**config.mk**
```make
export PLATFORM = sky130hd
export DESIGN_NAME = mem_arbiter
export DESIGN_NICKNAME = d
export VERILOG_FILES = /design/src/rtl/mem_arbiter.sv
export SDC_FILE = /design/constraint.sdc
export NUM_CORES = 1
export LEC_CHECK = 0
export BUFFER_PORTS_ARGS = -buffer_cell sky130_fd_sc_hd__buf_2
export CORE_AREA = 2 2 104 106
export DETAILED_ROUTE_END_ITERATION = 7
export DIE_AREA = 0 0 106 108
export PLACE_DENSITY = 0.62
export SYNTH_ARGS = -nofsm -noshare
export SYNTH_HDL_FRONTEND = slang
export SYNTH_SLANG_ARGS = --single-unit
```
**constraint.sdc**
```tcl
create_clock -name clock -period 4.9 [get_ports clock]
set_clock_uncertainty 0.1 [all_clocks]
set_input_delay 0.98 -clock clock [delete_from_list [all_inputs] [get_ports clock]]
set_output_delay 0.98 -clock clock [all_outputs]
set_load 0.01 [all_outputs]
```
**src/rtl/mem_arbiter.sv**
```systemverilog
// Two-port memory arbiter: an instruction-fetch port and a load/store port share one RAM.
// Load/store has priority unless fetch has already lost STARVE_LIMIT arbitrations in a row.

package mem_arbiter_pkg;
    localparam int XLEN = 32;

    typedef enum logic [1:0] {
        WW_BYTE = 2'd0,
        WW_HALF = 2'd1,
        WW_WORD = 2'd2
    } write_width_t;
endpackage

module mem_arbiter
    import mem_arbiter_pkg::*;
#(
    parameter int STARVE_LIMIT = 2,
    parameter int MEM_BYTES    = 1024
) (
    input  logic              clock,
    input  logic              reset_n,
    input  logic              if_req_valid,
    output logic              if_req_ready,
    input  logic [XLEN-1:0]   if_req_addr,
    output logic              if_resp_valid,
    output logic [XLEN-1:0]   if_resp_data,
    output logic              if_resp_err,
    input  logic              ls_req_valid,
    output logic              ls_req_ready,
    input  logic [XLEN-1:0]   ls_req_addr,
    input  logic              ls_req_write,
    input  write_width_t      ls_req_wwidth,
    input  logic [XLEN-1:0]   ls_req_wdata,
    output logic              ls_resp_valid,
    output logic [XLEN-1:0]   ls_resp_data,
    output logic              ls_resp_err,
    output logic [XLEN-1:0]   ram_addr,
    output write_width_t      ram_wwidth,
    output logic              ram_wenable,
    output logic [XLEN-1:0]   ram_wdata,
    input  logic [XLEN-1:0]   ram_rdata
);

    localparam int CW = (STARVE_LIMIT < 1) ? 1 : $clog2(STARVE_LIMIT + 1);
    localparam logic [CW-1:0] STARVE_MAX = CW'(STARVE_LIMIT);

    typedef enum logic [1:0] {
        GNT_NONE = 2'd0,
        GNT_IF   = 2'd1,
        GNT_LS   = 2'd2
    } grant_t;

    // An unknown width encoding is reported as a fault rather than guessed at.
    function automatic logic access_fault(input logic [XLEN-1:0] addr, input write_width_t width);
        logic f;
        case (width)
            WW_BYTE: f = 1'b0;
            WW_HALF: f = addr[0];
            WW_WORD: f = |addr[1:0];
            default: f = 1'b1;
        endcase
        if (addr >= XLEN'(MEM_BYTES)) begin
            f = 1'b1;
        end
        return f;
    endfunction

    function automatic logic [XLEN-1:0] width_mask(input logic [XLEN-1:0] data, input write_width_t width);
        logic [XLEN-1:0] m;
        case (width)
            WW_BYTE: m = {{(XLEN-8){1'b0}}, data[7:0]};
            WW_HALF: m = {{(XLEN-16){1'b0}}, data[15:0]};
            WW_WORD: m = data;
            default: m = {XLEN{1'b0}};
        endcase
        return m;
    endfunction

    grant_t          grant_s;
    logic [CW-1:0]   starve_r;
    logic [XLEN-1:0] req_addr_s;
    write_width_t    req_width_s;
    logic            req_write_s;
    logic            req_fault_s;

    logic            if_rv_r;
    logic            if_err_r;
    logic            ls_rv_r;
    logic            ls_err_r;
    logic            ls_load_r;
    write_width_t    ls_width_r;

    // Arbitration; nothing is granted while reset is held.
    always_comb begin
        grant_s = GNT_NONE;
        if (!reset_n) begin
            grant_s = GNT_NONE;
        end else if (if_req_valid && ls_req_valid) begin
            grant_s = (starve_r == STARVE_MAX) ? GNT_IF : GNT_LS;
        end else if (if_req_valid) begin
            grant_s = GNT_IF;
        end else if (ls_req_valid) begin
            grant_s = GNT_LS;
        end else begin
            grant_s = GNT_NONE;
        end
    end

    // Select the granted request and classify it.
    always_comb begin
        req_addr_s  = {XLEN{1'b0}};
        req_width_s = WW_BYTE;
        req_write_s = 1'b0;
        case (grant_s)
            GNT_IF: begin
                req_addr_s  = if_req_addr;
                req_width_s = WW_WORD;
                req_write_s = 1'b0;
            end
            GNT_LS: begin
                req_addr_s  = ls_req_addr;
                req_width_s = ls_req_wwidth;
                req_write_s = ls_req_write;
            end
            default: begin
                req_addr_s  = {XLEN{1'b0}};
                req_width_s = WW_BYTE;
                req_write_s = 1'b0;
            end
        endcase
        req_fault_s = (grant_s != GNT_NONE) && access_fault(req_addr_s, req_width_s);
    end

    // Request handshakes and RAM drive for the grant cycle.
    always_comb begin
        if_req_ready = (grant_s == GNT_IF);
        ls_req_ready = (grant_s == GNT_LS);
        ram_addr     = req_addr_s;
        ram_wwidth   = req_width_s;
        ram_wenable  = 1'b0;
        ram_wdata    = {XLEN{1'b0}};
        if ((grant_s == GNT_LS) && req_write_s && !req_fault_s) begin
            ram_wenable = 1'b1;
            ram_wdata   = ls_req_wdata;
        end else begin
            ram_wenable = 1'b0;
            ram_wdata   = {XLEN{1'b0}};
        end
    end

    // Count consecutive fetch arbitration losses, saturating at the limit.
    always_ff @(posedge clock or negedge reset_n) begin
        if (!reset_n) begin
            starve_r <= {CW{1'b0}};
        end else if (!if_req_valid || (grant_s == GNT_IF)) begin
            starve_r <= {CW{1'b0}};
        end else if (starve_r != STARVE_MAX) begin
            starve_r <= starve_r + CW'(1);
        end else begin
            starve_r <= starve_r;
        end
    end

    // Response bookkeeping for the cycle after the grant; reset drops anything pending.
    always_ff @(posedge clock or negedge reset_n) begin
        if (!reset_n) begin
            if_rv_r    <= 1'b0;
            if_err_r   <= 1'b0;
            ls_rv_r    <= 1'b0;
            ls_err_r   <= 1'b0;
            ls_load_r  <= 1'b0;
            ls_width_r <= WW_BYTE;
        end else begin
            if_rv_r    <= (grant_s == GNT_IF);
            if_err_r   <= (grant_s == GNT_IF) && req_fault_s;
            ls_rv_r    <= (grant_s == GNT_LS);
            ls_err_r   <= (grant_s == GNT_LS) && req_fault_s;
            ls_load_r  <= (grant_s == GNT_LS) && !req_write_s && !req_fault_s;
            ls_width_r <= (grant_s == GNT_LS) ? req_width_s : WW_BYTE;
        end
    end

    // Read data arrives from the RAM this cycle, so only the qualifiers are registered.
    always_comb begin
        if_resp_valid = if_rv_r;
        if_resp_err   = if_err_r;
        ls_resp_valid = ls_rv_r;
        ls_resp_err   = ls_err_r;
        if (if_rv_r && !if_err_r) begin
            if_resp_data = ram_rdata;
        end else begin
            if_resp_data = {XLEN{1'b0}};
        end
        if (ls_load_r) begin
            ls_resp_data = width_mask(ram_rdata, ls_width_r);
        end else begin
            ls_resp_data = {XLEN{1'b0}};
        end
    end

endmodule
```
==> qor.yml <==
drive_above_1_share: 0.585
dieArea_um2: 11400
clkLatencyLatePin_ns: 0.23
async_flop_share: 1.00
cts.sinks: 9
hold_path_end: "starve_r[1]$_DFFE_PN0P_"
dp_cells: 624
synth_flop_cell: "dfrtp_1"
fin_cells: 628
worst_r2r_endpoint: "ls_load_r$_DFF_PN0_"
rsz0062_at_grt: "no"
whs_path_depth: 2
first_global_vias: 2499
seqCellArea_um2: 225
hp-class: "flop to flop"
vias: 2690
gp_congestion: 0.714
routedWlPerCell_um: 13.5
syn_to_final_growth_pct: 90.8
grt_overflow_total: 0
hold_start: "starve_r[1]$_DFFE_PN0P_"
min_period_over_period: 0.918
finalHoldViolations: 0
ff2ff_setup_slack_ns: 1.90
ioPinCount: 272
die_x_um: 106
cp-end-kind: "output pin"
wirelength_mm: 8.49
synth-seq-cells: 9
nets: 632
setup_viol: 0
worstMarginPinSlew_ns: 0.810
final_util: 0.307
post-dp-hpwl_mm: 7.38
clk_pin_slew_ns: 0.04
ctsHtreeMaxLevel: 1
power.density_nw_per_um2: 148
die_h_um: 108
grt_max_degree: 37
clockBufferDepth: 2
syn_area_per_cell_um2: 7.03
multiInputGateArea_um2: 1270
intPower_uw: 269
post_cts_buffers: 0
synth-seq-area-share: 0.137
clockRootBuffer: "clkbuf_8"
cts_buffers: 3
synthCells: 234
power_leakage_nw: 2.10
p_seq_frac: 0.197
antenna_cells: 0
cts_tree: "built"
p_comb_frac: 0.621
fillCellCount: 1121
cp.required_ns: 3.82
grt_pass1_wl_mm: 12.2
start_kind: "primary input"
postCtsHoldBufs: 0
crit_start: "ls_req_valid"
worst-r2r-cell-count: 10
fin_setup_tns_ns: 0
max_slew_margin: 0.460
ant_nets: 0
vias_per_cell: 4.28
drc: 0
rows: 37
first_iter_violations: 116
reg2reg_from: "starve_r[0]$_DFFE_PN0P_"
portBuffers: 271
synth_area_um2: 1650
core_um2: 10200
status: "completed"
ys_warn_count: 0
cp_max_fo: 36
p_clk_frac: 0.182
irDropWorstVdd_mv: 0.0732
start_util: 0.161
ctsResizeCount: 0
criticalPathCategory: "primary input to output pin"
syn_nets: 373
power_switching_uw: 195
firstDrtPassIters: 4
grt_usage: 0.133
hold_slack_ns: 0.428
min_period_ns: 4.50
max_freq_mhz: 222
arrival_ns: 3.42
slew_viol_final: 0
maxCapViolCount: 0
ys_types: 29
antenna_found_initial: 0
swShare: 0.420
synth_enable_flop_cells: 0
## flip-flops by register name (all words and copies together), names as in the netlist
name / count
if_resp_valid: 1
if_resp_err: 1
ls_width_r: 2
starve_r: 2
ls_resp_err: 1
ls_load_r: 1
ls_resp_valid: 1
## power by group through the flow
stage | clock network, mW | logic (mW) | registers (mW)
floorplan | 0 | 0.171 | 0.0913
global placement | 0 | 0.283 | 0.0918
detailed placement | 0 | 0.289 | 0.0923
CTS | 0.0871 | 0.290 | 0.0913
global route | 0.0904 | 0.320 | 0.0931
finish | 0.0843 | 0.288 | 0.0911
## cell usage after synthesis, drive strengths merged, types with 2 or more instances
cell | n | area (um^2)
a21oi | 2 | 10.0
nor2 | 39 | 146
nand2 | 3 | 11.3
clkbuf | 10 | 37.5
nor3 | 2 | 10.0
and3 | 40 | 250
and2 | 59 | 369
a22oi | 32 | 269
a41oi | 5 | 43.8
inv | 6 | 22.5
dfrtp | 9 | 225
xor2 | 2 | 17.5
buf | 12 | 97.6
ha | 4 | 50.1
## kinds of logic after synthesis
kind of cell | Yosys count | share of synthesized area
XOR/XNOR | 2 | 0.0106
AO/OA/AOI/OAI | 44 | 0.226
flip-flops | 9 | 0.137
AND/OR/NAND/NOR | 147 | 0.500
adder cells (fa/ha/maj) | 4 | 0.0304
buffers and inverters | 28 | 0.0958
## through the flow
stage | power, mW | worst slack (ns) | area [um^2]
after CTS | 0.469 | 0.249 | 3130
final | 0.463 | 0.403 | 3140
after global placement | 0.375 | 0.333 | 3090
after detailed placement | 0.381 | 0.264 | 3090
after floorplan | 0.263 | 0.914 | 1650
after global routing | 0.504 | 0.0716 | 3140
## routing by layer
layer | vias up | GRT usage | share of wire
met2 | 181 | 0.262 | 0.53
met4 | 0 | 0.0498 | 0.026
met1 | 1172 | 0.146 | 0.37
li1 | 1328 | - | -
met3 | 9 | 0.0121 | 0.078
met5 | - | 0 | 0
## cell usage in the layout, fill, tap and decap left out, drive strengths merged
cell type / count
buf: 275
xor2: 2
o22ai: 1
and3: 40
a31o: 1
nand3: 1
a41oi: 5
nand2: 3
and2: 59
ha: 4
a22oi: 32
nor2: 39
inv: 6
nor3: 2
a21boi: 1
nor2b: 1
nor3b: 1
a211oi: 1
a21oi: 2
o211a: 1
nor4: 1
clkbuf: 5
dfrtp: 9
## cell type report
| cell class | instances | share of cell area |
|---|---|---|
| timing repair buffer | 276 | 0.449 |
| multi-input combinational | 197 | 0.404 |
| sequential | 9 | 0.0717 |
| tap | 136 | 0.0542 |
| clock buffer | 4 | 0.0143 |
| inverter | 6 | 0.00717 |
## worst max-delay path by stage
stage	to
detailed placement	ram_wdata[29]
floorplan	ram_wdata[25]
global route	ram_wdata[29]
CTS	ram_wdata[29]
global placement	ram_wdata[29]
finish	ram_wdata[29]
## worst max-delay path: stages
cell,delay (ns)
buf_2,0.10
inv_1,0.04
o211a_1,0.21
ha_1,0.24
buf_4,0.26
a22oi_1,0.28
a41oi_1,0.18
nor4_2,0.34
a31o_4,0.40
and3_1,0.24
buf_2,0.14
Note: power is estimated with default switching activity, not from simulation.
